### config.mk
export PLATFORM = sky130hd
export DESIGN_NAME = game_flow_ctrl
export DESIGN_NICKNAME = d
export VERILOG_FILES = /design/src/rtl/game_flow_ctrl.sv
export SDC_FILE = /design/constraint.sdc
export NUM_CORES = 1
export LEC_CHECK = 0
export CAP_MARGIN = 20
export CORE_UTILIZATION = 55
export CTS_CLUSTER_DIAMETER = 40
export DETAILED_ROUTE_END_ITERATION = 10
export GPL_TIMING_DRIVEN = 0
export PLACE_DENSITY = 0.82
export SLEW_MARGIN = 20
export SYNTH_ARGS = -nofsm -noshare
export SYNTH_HDL_FRONTEND = slang
export SYNTH_SLANG_ARGS = --single-unit
### constraint.sdc
create_clock -name Clk -period 6.4 [get_ports Clk]
set_input_delay 0.64 -clock Clk [delete_from_list [all_inputs] [get_ports Clk]]
set_output_delay 0.64 -clock Clk [all_outputs]
set_load 0.02 [all_outputs]
### src/rtl/game_flow_ctrl.sv
// Duck-hunt game sequencer: screen state, duck flight/shot timing, round pass/fail, game over.
// Optional pause feature enabled by defining GAME_PAUSE_EN.
module game_flow_ctrl #(
  parameter int unsigned SHOTS_PER_DUCK  = 3,
  parameter int unsigned DUCKS_PER_ROUND = 10,
  parameter int unsigned PASS_HITS       = 6,
  parameter int unsigned DUCK_FRAMES     = 300,
  parameter int unsigned GAP_FRAMES      = 60,
  parameter int unsigned OVER_FRAMES     = 180
) (
  input  logic       Clk,
  input  logic       Reset,
  input  logic       frame_tick,
  input  logic       start,
  input  logic       trigger,
  input  logic       hit,
  input  logic       pause,
  output logic [1:0] state,
  output logic       duck_launch,
  output logic       duck_active,
  output logic [1:0] shots_left,
  output logic [3:0] ducks_left,
  output logic [3:0] hits,
  output logic [3:0] round,
  output logic [7:0] score,
  output logic       paused
);

  localparam logic [2:0] StTitle    = 3'd0;
  localparam logic [2:0] StLaunch   = 3'd1;
  localparam logic [2:0] StFly      = 3'd2;
  localparam logic [2:0] StGap      = 3'd3;
  localparam logic [2:0] StRoundEnd = 3'd4;
  localparam logic [2:0] StOver     = 3'd5;

  localparam logic [1:0] ShotsInit = 2'(SHOTS_PER_DUCK);
  localparam logic [3:0] DucksInit = 4'(DUCKS_PER_ROUND);
  localparam logic [3:0] PassHits  = 4'(PASS_HITS);
  localparam logic [9:0] DuckLast  = 10'(DUCK_FRAMES - 1);
  localparam logic [9:0] GapLast   = 10'(GAP_FRAMES - 1);
  localparam logic [9:0] OverLast  = 10'(OVER_FRAMES - 1);

  logic [2:0] fsm_q, fsm_d;
  logic [9:0] cnt_q, cnt_d;
  logic [1:0] shots_q, shots_d;
  logic [3:0] ducks_q, ducks_d;
  logic [3:0] hits_q, hits_d;
  logic [3:0] round_q, round_d;
  logic [7:0] score_q, score_d;
  logic       paused_q, paused_d;
  logic [1:0] state_q, state_d;
  logic       launch_q, launch_d;
  logic       active_q, active_d;
  logic       start_prev_q, trig_prev_q;
  logic       start_edge, trig_edge, frozen, tick_v, trig_v, hit_v;

  assign start_edge = start & ~start_prev_q;
  assign trig_edge  = trigger & ~trig_prev_q;

`ifdef GAME_PAUSE_EN
  logic pause_prev_q, pause_edge;
  assign pause_edge = pause & ~pause_prev_q;
  assign frozen     = paused_q;

  always_ff @(posedge Clk or posedge Reset) begin
    if (Reset) pause_prev_q <= 1'b0;
    else       pause_prev_q <= pause;
  end
`else
  logic unused_pause;
  assign unused_pause = pause;
  assign frozen       = 1'b0;
`endif

  assign tick_v = frame_tick & ~frozen;
  assign trig_v = trig_edge & ~frozen;
  assign hit_v  = hit & ~frozen;

  always_comb begin
    fsm_d    = fsm_q;
    cnt_d    = cnt_q;
    shots_d  = shots_q;
    ducks_d  = ducks_q;
    hits_d   = hits_q;
    round_d  = round_q;
    score_d  = score_q;
    paused_d = paused_q;

    case (fsm_q)
      StTitle: begin
        if (start_edge) begin
          fsm_d   = StLaunch;
          score_d = 8'd0;
          round_d = 4'd1;
          hits_d  = 4'd0;
          ducks_d = DucksInit;
        end
      end
      StLaunch: begin
        if (!frozen) fsm_d = StFly;
      end
      StFly: begin
        if (tick_v) cnt_d = cnt_q + 10'd1;
        if (trig_v && shots_q != 2'd0) shots_d = shots_q - 2'd1;
        if (hit_v) begin
          hits_d  = hits_q + 4'd1;
          score_d = (score_q == 8'hFF) ? score_q : score_q + 8'd1;
          fsm_d   = StGap;
        end else if (trig_v && shots_q == 2'd1) begin
          fsm_d = StGap;
        end else if (tick_v && cnt_q == DuckLast) begin
          fsm_d = StGap;
        end
      end
      StGap: begin
        if (tick_v) begin
          if (cnt_q == GapLast) fsm_d = (ducks_q == 4'd0) ? StRoundEnd : StLaunch;
          else                  cnt_d = cnt_q + 10'd1;
        end
      end
      StRoundEnd: begin
        if (hits_q >= PassHits) begin
          round_d = (round_q == 4'hF) ? round_q : round_q + 4'd1;
          hits_d  = 4'd0;
          ducks_d = DucksInit;
          fsm_d   = StLaunch;
        end else begin
          fsm_d = StOver;
        end
      end
      StOver: begin
        if (tick_v) begin
          if (cnt_q == OverLast) fsm_d = StTitle;
          else                   cnt_d = cnt_q + 10'd1;
        end
      end
      default: fsm_d = StTitle;
    endcase

    // Every state entry restarts the shared frame counter.
    if (fsm_d != fsm_q) cnt_d = 10'd0;
    if (fsm_d == StLaunch && fsm_q != StLaunch) shots_d = ShotsInit;
    if (fsm_d == StGap && fsm_q != StGap) ducks_d = ducks_q - 4'd1;

`ifdef GAME_PAUSE_EN
    if (pause_edge && (fsm_q == StLaunch || fsm_q == StFly || fsm_q == StGap)) begin
      paused_d = ~paused_q;
    end
`endif
    if (fsm_d == StOver) paused_d = 1'b0;

    case (fsm_d)
      StTitle: state_d = 2'b00;
      StOver:  state_d = 2'b10;
      default: state_d = 2'b01;
    endcase
    launch_d = (fsm_d == StLaunch) && (fsm_q != StLaunch);
    active_d = (fsm_d == StFly) && !paused_d;
  end

  always_ff @(posedge Clk or posedge Reset) begin
    if (Reset) begin
      fsm_q        <= StTitle;
      cnt_q        <= 10'd0;
      shots_q      <= 2'd0;
      ducks_q      <= 4'd0;
      hits_q       <= 4'd0;
      round_q      <= 4'd0;
      score_q      <= 8'd0;
      paused_q     <= 1'b0;
      state_q      <= 2'b00;
      launch_q     <= 1'b0;
      active_q     <= 1'b0;
      start_prev_q <= 1'b0;
      trig_prev_q  <= 1'b0;
    end else begin
      fsm_q        <= fsm_d;
      cnt_q        <= cnt_d;
      shots_q      <= shots_d;
      ducks_q      <= ducks_d;
      hits_q       <= hits_d;
      round_q      <= round_d;
      score_q      <= score_d;
      paused_q     <= paused_d;
      state_q      <= state_d;
      launch_q     <= launch_d;
      active_q     <= active_d;
      start_prev_q <= start;
      trig_prev_q  <= trigger;
    end
  end

  assign state       = state_q;
  assign duck_launch = launch_q;
  assign duck_active = active_q;
  assign shots_left  = shots_q;
  assign ducks_left  = ducks_q;
  assign hits        = hits_q;
  assign round       = round_q;
  assign score       = score_q;
  assign paused      = paused_q;

endmodule

== Yosys cells after proc, flatten, opt, wreduce, memory -nomap -nowiden ==
Cells that the tools add are included.

* Logic and storage cells: 117
* Input port bits: 7
* Bits in registers: 42

* Reduce and logical (&&, ||, !) cells: 24
* Add/subtract/negate cells: 6
* Equality and inequality tests: 30
* Multiplexer cells: 39
* $lt $le $gt $ge: 1
* Bitwise operators: 4

{| class="wikitable"
|+ Operators with widths
! operator !! count
|-
| $mux 10 || 6
|-
| $mux 4 || 9
|-
| $mux 3 || 10
|-
| $pmux 10 s3 || 1
|-
| $mux 8 || 3
|-
| $ne 3x3->1 const B || 7
|-
| $pmux 3 s6 || 1
|-
| $pmux 4 s2 || 2
|-
| $pmux 8 s2 || 1
|-
| $eq 3x2->1 const B || 4
|-
| $pmux 4 s3 || 1
|-
| $reduce_and 4->1 || 3
|-
| $add 10x1->10 const B || 1
|-
| $eq 10x6->1 const B || 1
|-
| $eq 10x8->1 const B || 1
|-
| $eq 10x9->1 const B || 1
|-
| $ne 2x2->1 const B || 5
|-
| $reduce_bool 2->1 || 5
|-
| $eq 3x3->1 const B || 3
|-
| $add 4x1->4 const B || 2
|-
| $add 8x1->8 const B || 1
|-
| $eq 8x8->1 const B || 1
|-
| $eq 3x1->1 const B || 2
|-
| $logic_and 1x1->1 || 6
|-
| 21 further kinds || 27
|}

== Longest topological paths before layout ==
* Depth in word-level cells: 10
* Gate-level depth with buffers: 7

== Worst setup path before layout ==
No wires, ideal clock.

* Kind: register -> register
* Start: register ducks_q[0] (netlist: ducks_left[0])
* End: register shots_q[1] (netlist: shots_left[1])
* Arrival time: 1.920 ns
* Path buffers: 0
* Required time: 6.260 ns
* Cell stages (with the launch flop): 8
* Setup slack: 4.340 ns
* Setup time: 0.140 ns
* Period minus slack after synthesis: 2.060 ns
* Cell sequence: dfrtp_1 -> inv_1 -> ha_1 -> or3b_2 -> o31ai_4 -> o221ai_2 -> nor3_4 -> o221ai_1

* Word-level cells in the longest chain between the ends: 9
* Elaborated cells between the ends (all ways): 11
* Classes of those cells: 1 x eq/ne; 5 x mux; 5 x reduce/logical

{| class="wikitable"
|+ RTL lines
! item !! RTL line !! RTL
|-
| start: declaration || 46 || <nowiki>logic [3:0] ducks_q, ducks_d;</nowiki>
|-
| start signal: assignment || 180 || <nowiki>ducks_q <= ducks_d;</nowiki>
|-
| $logic_not 4->1 * || 117 || <nowiki>if (cnt_q == GapLast) fsm_d = (ducks_q == 4'd0) ? StRoundEnd : StLaunch;</nowiki>
|-
| $mux 3 * (2 in a row) || 117 ||
|-
| $mux 3 * || 116 || <nowiki>if (tick_v) begin</nowiki>
|-
| $pmux 3 s6 * || 89 || <nowiki>case (fsm_q)</nowiki>
|-
| $eq 3x1->1 * || 142 || <nowiki>if (fsm_d == StLaunch && fsm_q != StLaunch) shots_d = ShotsInit;</nowiki>
|-
| $logic_and 1x1->1 * || 142 ||
|-
| $reduce_bool 2->1 (no line) || n/a ||
|-
| $reduce_and 2->1 (no line) || n/a ||
|-
| end signal: assignment || 179 || <nowiki>shots_q <= shots_d;</nowiki>
|-
| end: declaration || 45 || <nowiki>logic [1:0] shots_q, shots_d;</nowiki>
|}

Every way passes the cells marked *; elsewhere a longest branch is shown, timed or not.
A chain may end at the register's enable or synchronous reset.

== Worst setup path in the final report ==
* Start: input frame_tick
* End: register cnt_q[9]

* Word-level cells in the longest chain between the ends: 8
* Elaborated cells between the ends (all ways): 16
* Classes of those cells: 6 x eq/ne; 7 x mux; 3 x reduce/logical

{| class="wikitable"
|+ RTL lines
! item !! RTL line !! RTL
|-
| start: declaration || 13 || <nowiki>input logic frame_tick,</nowiki>
|-
| $logic_and 1x1->1 || 111 || <nowiki>end else if (tick_v && cnt_q == DuckLast) begin</nowiki>
|-
| $mux 3 || 111 ||
|-
| $mux 3 || 109 || <nowiki>end else if (trig_v && shots_q == 2'd1) begin</nowiki>
|-
| $mux 3 || 105 || <nowiki>if (hit_v) begin</nowiki>
|-
| $pmux 3 s6 || 89 ||
|-
| $ne 3x3->1 || 141 || <nowiki>if (fsm_d != fsm_q) cnt_d = 10'd0;</nowiki>
|-
| $ne 3x3->1 (no line) / $reduce_bool 4->1 (equally long branches) || n/a ||
|-
| $reduce_and 6->1 (no line) || n/a ||
|-
| end signal: assignment || 178 || <nowiki>cnt_q <= cnt_d;</nowiki>
|-
| end: declaration || 44 || <nowiki>logic [9:0] cnt_q, cnt_d;</nowiki>
|}

Several ways; a longest one is shown, not always the timed one.

==> impl_results.md <==
* Complex-gate fraction of the synthesized area at 0.1482
* WL/cell at 14.70 µm
* Clock Skews at 0.005431 ns
* Worst-Skew Late Latency at roughly 0.3 ns
* Startpoint types: primary input
* Final period util at 0.3680
* Worst EP arrival at roughly 2.5 ns
* Final setup vio count at 0
* Worst r2r dst: cnt_q[9]$_DFFE_PP0P_
* Largest family of logic cells by synthesized area: simple AND/OR/NAND/NOR gates
* Hold Path Cell Cnt at 1
* First-pass GRT wire length at about 8400 µm
* Slew @ Worst Pin at 0.5628 ns
* Yosys top cell area share at 0.4414
* Largest net degree at the start of global routing at 29
* Die area at between 0.004 and 0.005 mm²
* Die Wd at approximately 68 µm
* I/O pin cnt at 34
* Drt first pass iters at 4
* Area grow syn2layout at 21.70%
* Worst reg2reg setup slack at around 4.1 ns
* YS warnings at 0
* CTS sink cnt at between 40 and 50
* Synth Instances at roughly 240
* Register bit total from synthesis at 42
* Row count at 23
* Placed inst area at 0.002784 mm²
* Hold/Removal Path Class: flop to flop
* CP Max Fanout at 10
* Area of the multi-input gates at ~0.0012 mm²
* Post-synthesis simple-gate area fraction at 0.2591
* Adder-cell share of the synthesized area at 0.04729
* Syn_nets at 260
* Reg clk slew, reported paths at about 0.08 ns
* Ranking of synthesized cells by area: dfrtp_1 (44%), ha_1 (4.7%), nor2_1 (4.6%)
* Most used DFF post-synth: dfrtp_1
* Synth Area in XOR/XNOR at 0.04782
* Fmax at approximately 0.42 GHz
* Total GRT Usage at 0.2460
* Sequential-to-total area share from yosys stat at 0.4414
* Worst Reg-to-Reg Cells at 7
* Final min period at approximately 2.4 ns
* Total number of vias at around 2,000
* Core Region at between 0.004 and 0.005 mm²
* Status: finished, final reports clean
* Avg Inst Size Synth at about 9.8 µm²
* CP Class: primary input to flop
* Leak at 1.220 nW
* Antenna fix cells at 0
* Final Cell Area at 0.002898 mm²
* Routability Congestion at just over 0.8
* Post-synth EDFFs at 0
* PortBufs at 32
* CP max stage cell: clkdlybuf4s50_1
* MaxCap Viol Count at 0
* CP Cell Sequence: clkdlybuf4s50_1 -> nand4b_1 -> nor4_2 -> o22ai_1 -> o22ai_2 -> nor2_1
* Die Ht at slightly below 70 µm
* Utilization of the core after routing at 0.7091
* Share of cells above drive strength 1 at 0.1053
* Maximum VDD drop at a little under 200 µV
* Max_slew headroom at 0.6248
* Post-cts sizing count at 0
* Setup bufs post-CTS at 0
* Post-synthesis mux area share at 0.02260
* Slowest stage delay, CP at between 0.5 and 0.6 ns
* CTS tree: built
* CTS buffer count at 5
* Min-Delay Endpoint: score[7]$_DFFE_PP0P_
* Fill count at roughly 330
* Yosys top cell by area: dfrtp_1
* Hold_buf cts at 0
* Max-slew violations at 0
* Clock buffer depth at 2
* Dpl hpwl at 3627 µm
* Grt ovf at 0
* Final WL at 4923 µm
* Vias in the first global route at between 1,500 and 2,000
* Worst EP required at about 6.6 ns
* Synth Cell Area at between 0.002 and 0.0025 mm²
* Via-to-Cell Ratio at around 6
* DRC violations left at 0
* Most frequent cells in the layout: dfrtp_1 (42), clkdlybuf4s50_1 (32), nor2_1 (29)
* Setup TNS at 0 ns
* Post-route ant nets at 0
* Depth of the CTS H-tree at 2
* Reg area at about 0.0011 mm²
* FFs w/ async S/R, synth at 1.000
* Initial Util at 0.5827
* Drt first-iter violations at 128
* Netlist cell types at 57
* RR Startpoint: cnt_q[0]$_DFFE_PP0P_
* Root buffer cell: clkbuf_8
* Commonest non-fill, non-tap cell in the layout: dfrtp_1
* HP Start: score[7]$_DFFE_PP0P_
* Initial antenna violation count at 0
* Final #Nets at 300
* PD cells at 285.6 mW/mm²
* CP endpoint kind: flop
* RSZ-0062 raised after global routing: no
* Final Hold Viols at 0
where the power goes:
group / internal, W / switching (W) / total [W] / leakage (nW)
Combinational: 0.000121 / 0.000127 / 0.000248 / 0.638
Clock: 0.000116 / 0.0000940 / 0.000210 / 0.0504
Sequential: 0.000312 / 0.0000581 / 0.000370 / 0.532
metal layers:
layer	GRT usage	routed length [µm]	vias up
met3	0.05574	154	9
met4	0.1016	92	0
met2	0.4257	2420	42
met1	0.2914	2256	985
li1	-	-	956
met5	0	0	-
state kept, by name, summed over array words and instances, names as in the netlist, 2 cells and up:
register and flops:
fsm_q 3, round 4, cnt_q 10, score 8, hits 4, ducks_left 4
state 2, shots_left 2
stage by stage:
step,power (W),std cells,hold slack (ns),setup slack [ns]
6_report,0.0008276,335,0.5071,4.045
5_1_grt,0.0008812,335,0.5416,3.955
4_1_cts,0.0008340,335,0.5054,4.094
3_5_place_dp,0.0006245,327,0.4942,3.791
3_3_place_gp,0.0006150,326,0.4929,3.806
2_1_floorplan,0.0005315,244,0.5260,4.340
cell usage after synthesis, types with 2 or more instances:
cell type and count:
a21oi_1 5, a31oi_1 2, a41o_1 2, a41oi_1 2, and3_1 2, and3b_1 3, buf_2 4, clkbuf_1 2
dfrtp_1 42, ha_1 9, inv_1 11, mux2_2 3, mux2i_1 2, nand2_1 19, nand2b_1 3, nand3_1 14
nand3b_1 4, nand4_1 4, nand4b_1 2, nand4bb_1 2, nor2_1 29, nor2b_1 5, nor3_1 5, nor4_2 2
o211ai_1 2, o21ai_0 14, o31ai_1 5, or3_1 2, or3b_1 3, or4_1 2, xnor2_1 7, xor2_1 6
worst max path at each step:
stage | slack [ns] | to | startpoint | cells past startpoint
final | 4.04 | cnt_q[9]$_DFFE_PP0P_ | frame_tick | 6
after global routing | 3.95 | cnt_q[9]$_DFFE_PP0P_ | cnt_q[0]$_DFFE_PP0P_ | 7
after CTS | 4.09 | hits[3]$_DFFE_PP0P_ | start | 6
after detailed placement | 3.79 | hits[3]$_DFFE_PP0P_ | start | 6
after global placement | 3.81 | hits[3]$_DFFE_PP0P_ | start | 6
after floorplan | 4.34 | shots_left[1]$_DFFE_PP0P_ | ducks_left[0]$_DFFE_PP0P_ | 7
layout make-up:
type                    instances  area share
clock inverters                 3     0.01554
clock buffers                   5     0.02375
plain buffers                   7     0.01339
repair buffers                 33      0.1174
well taps                      50     0.02159
multi-input cells             184      0.4313
flip-flops and latches         42      0.3627
inverters                      11     0.01425
worst max-delay path: cells and delay by family:
family / cells / cell delay (ns)
and+or+nand+nor: 3 / 0.75
AOI/OAI and AO/OA: 2 / 0.56
buffers and inverters: 1 / 0.56
kinds of logic after synthesis:
family	Yosys count
simple gates	110
compound gates	47
flops	42
buf+inv	18
xor+xnor	13
fa+ha+maj	9
mux	5
(Power assumes the default switching activity.)
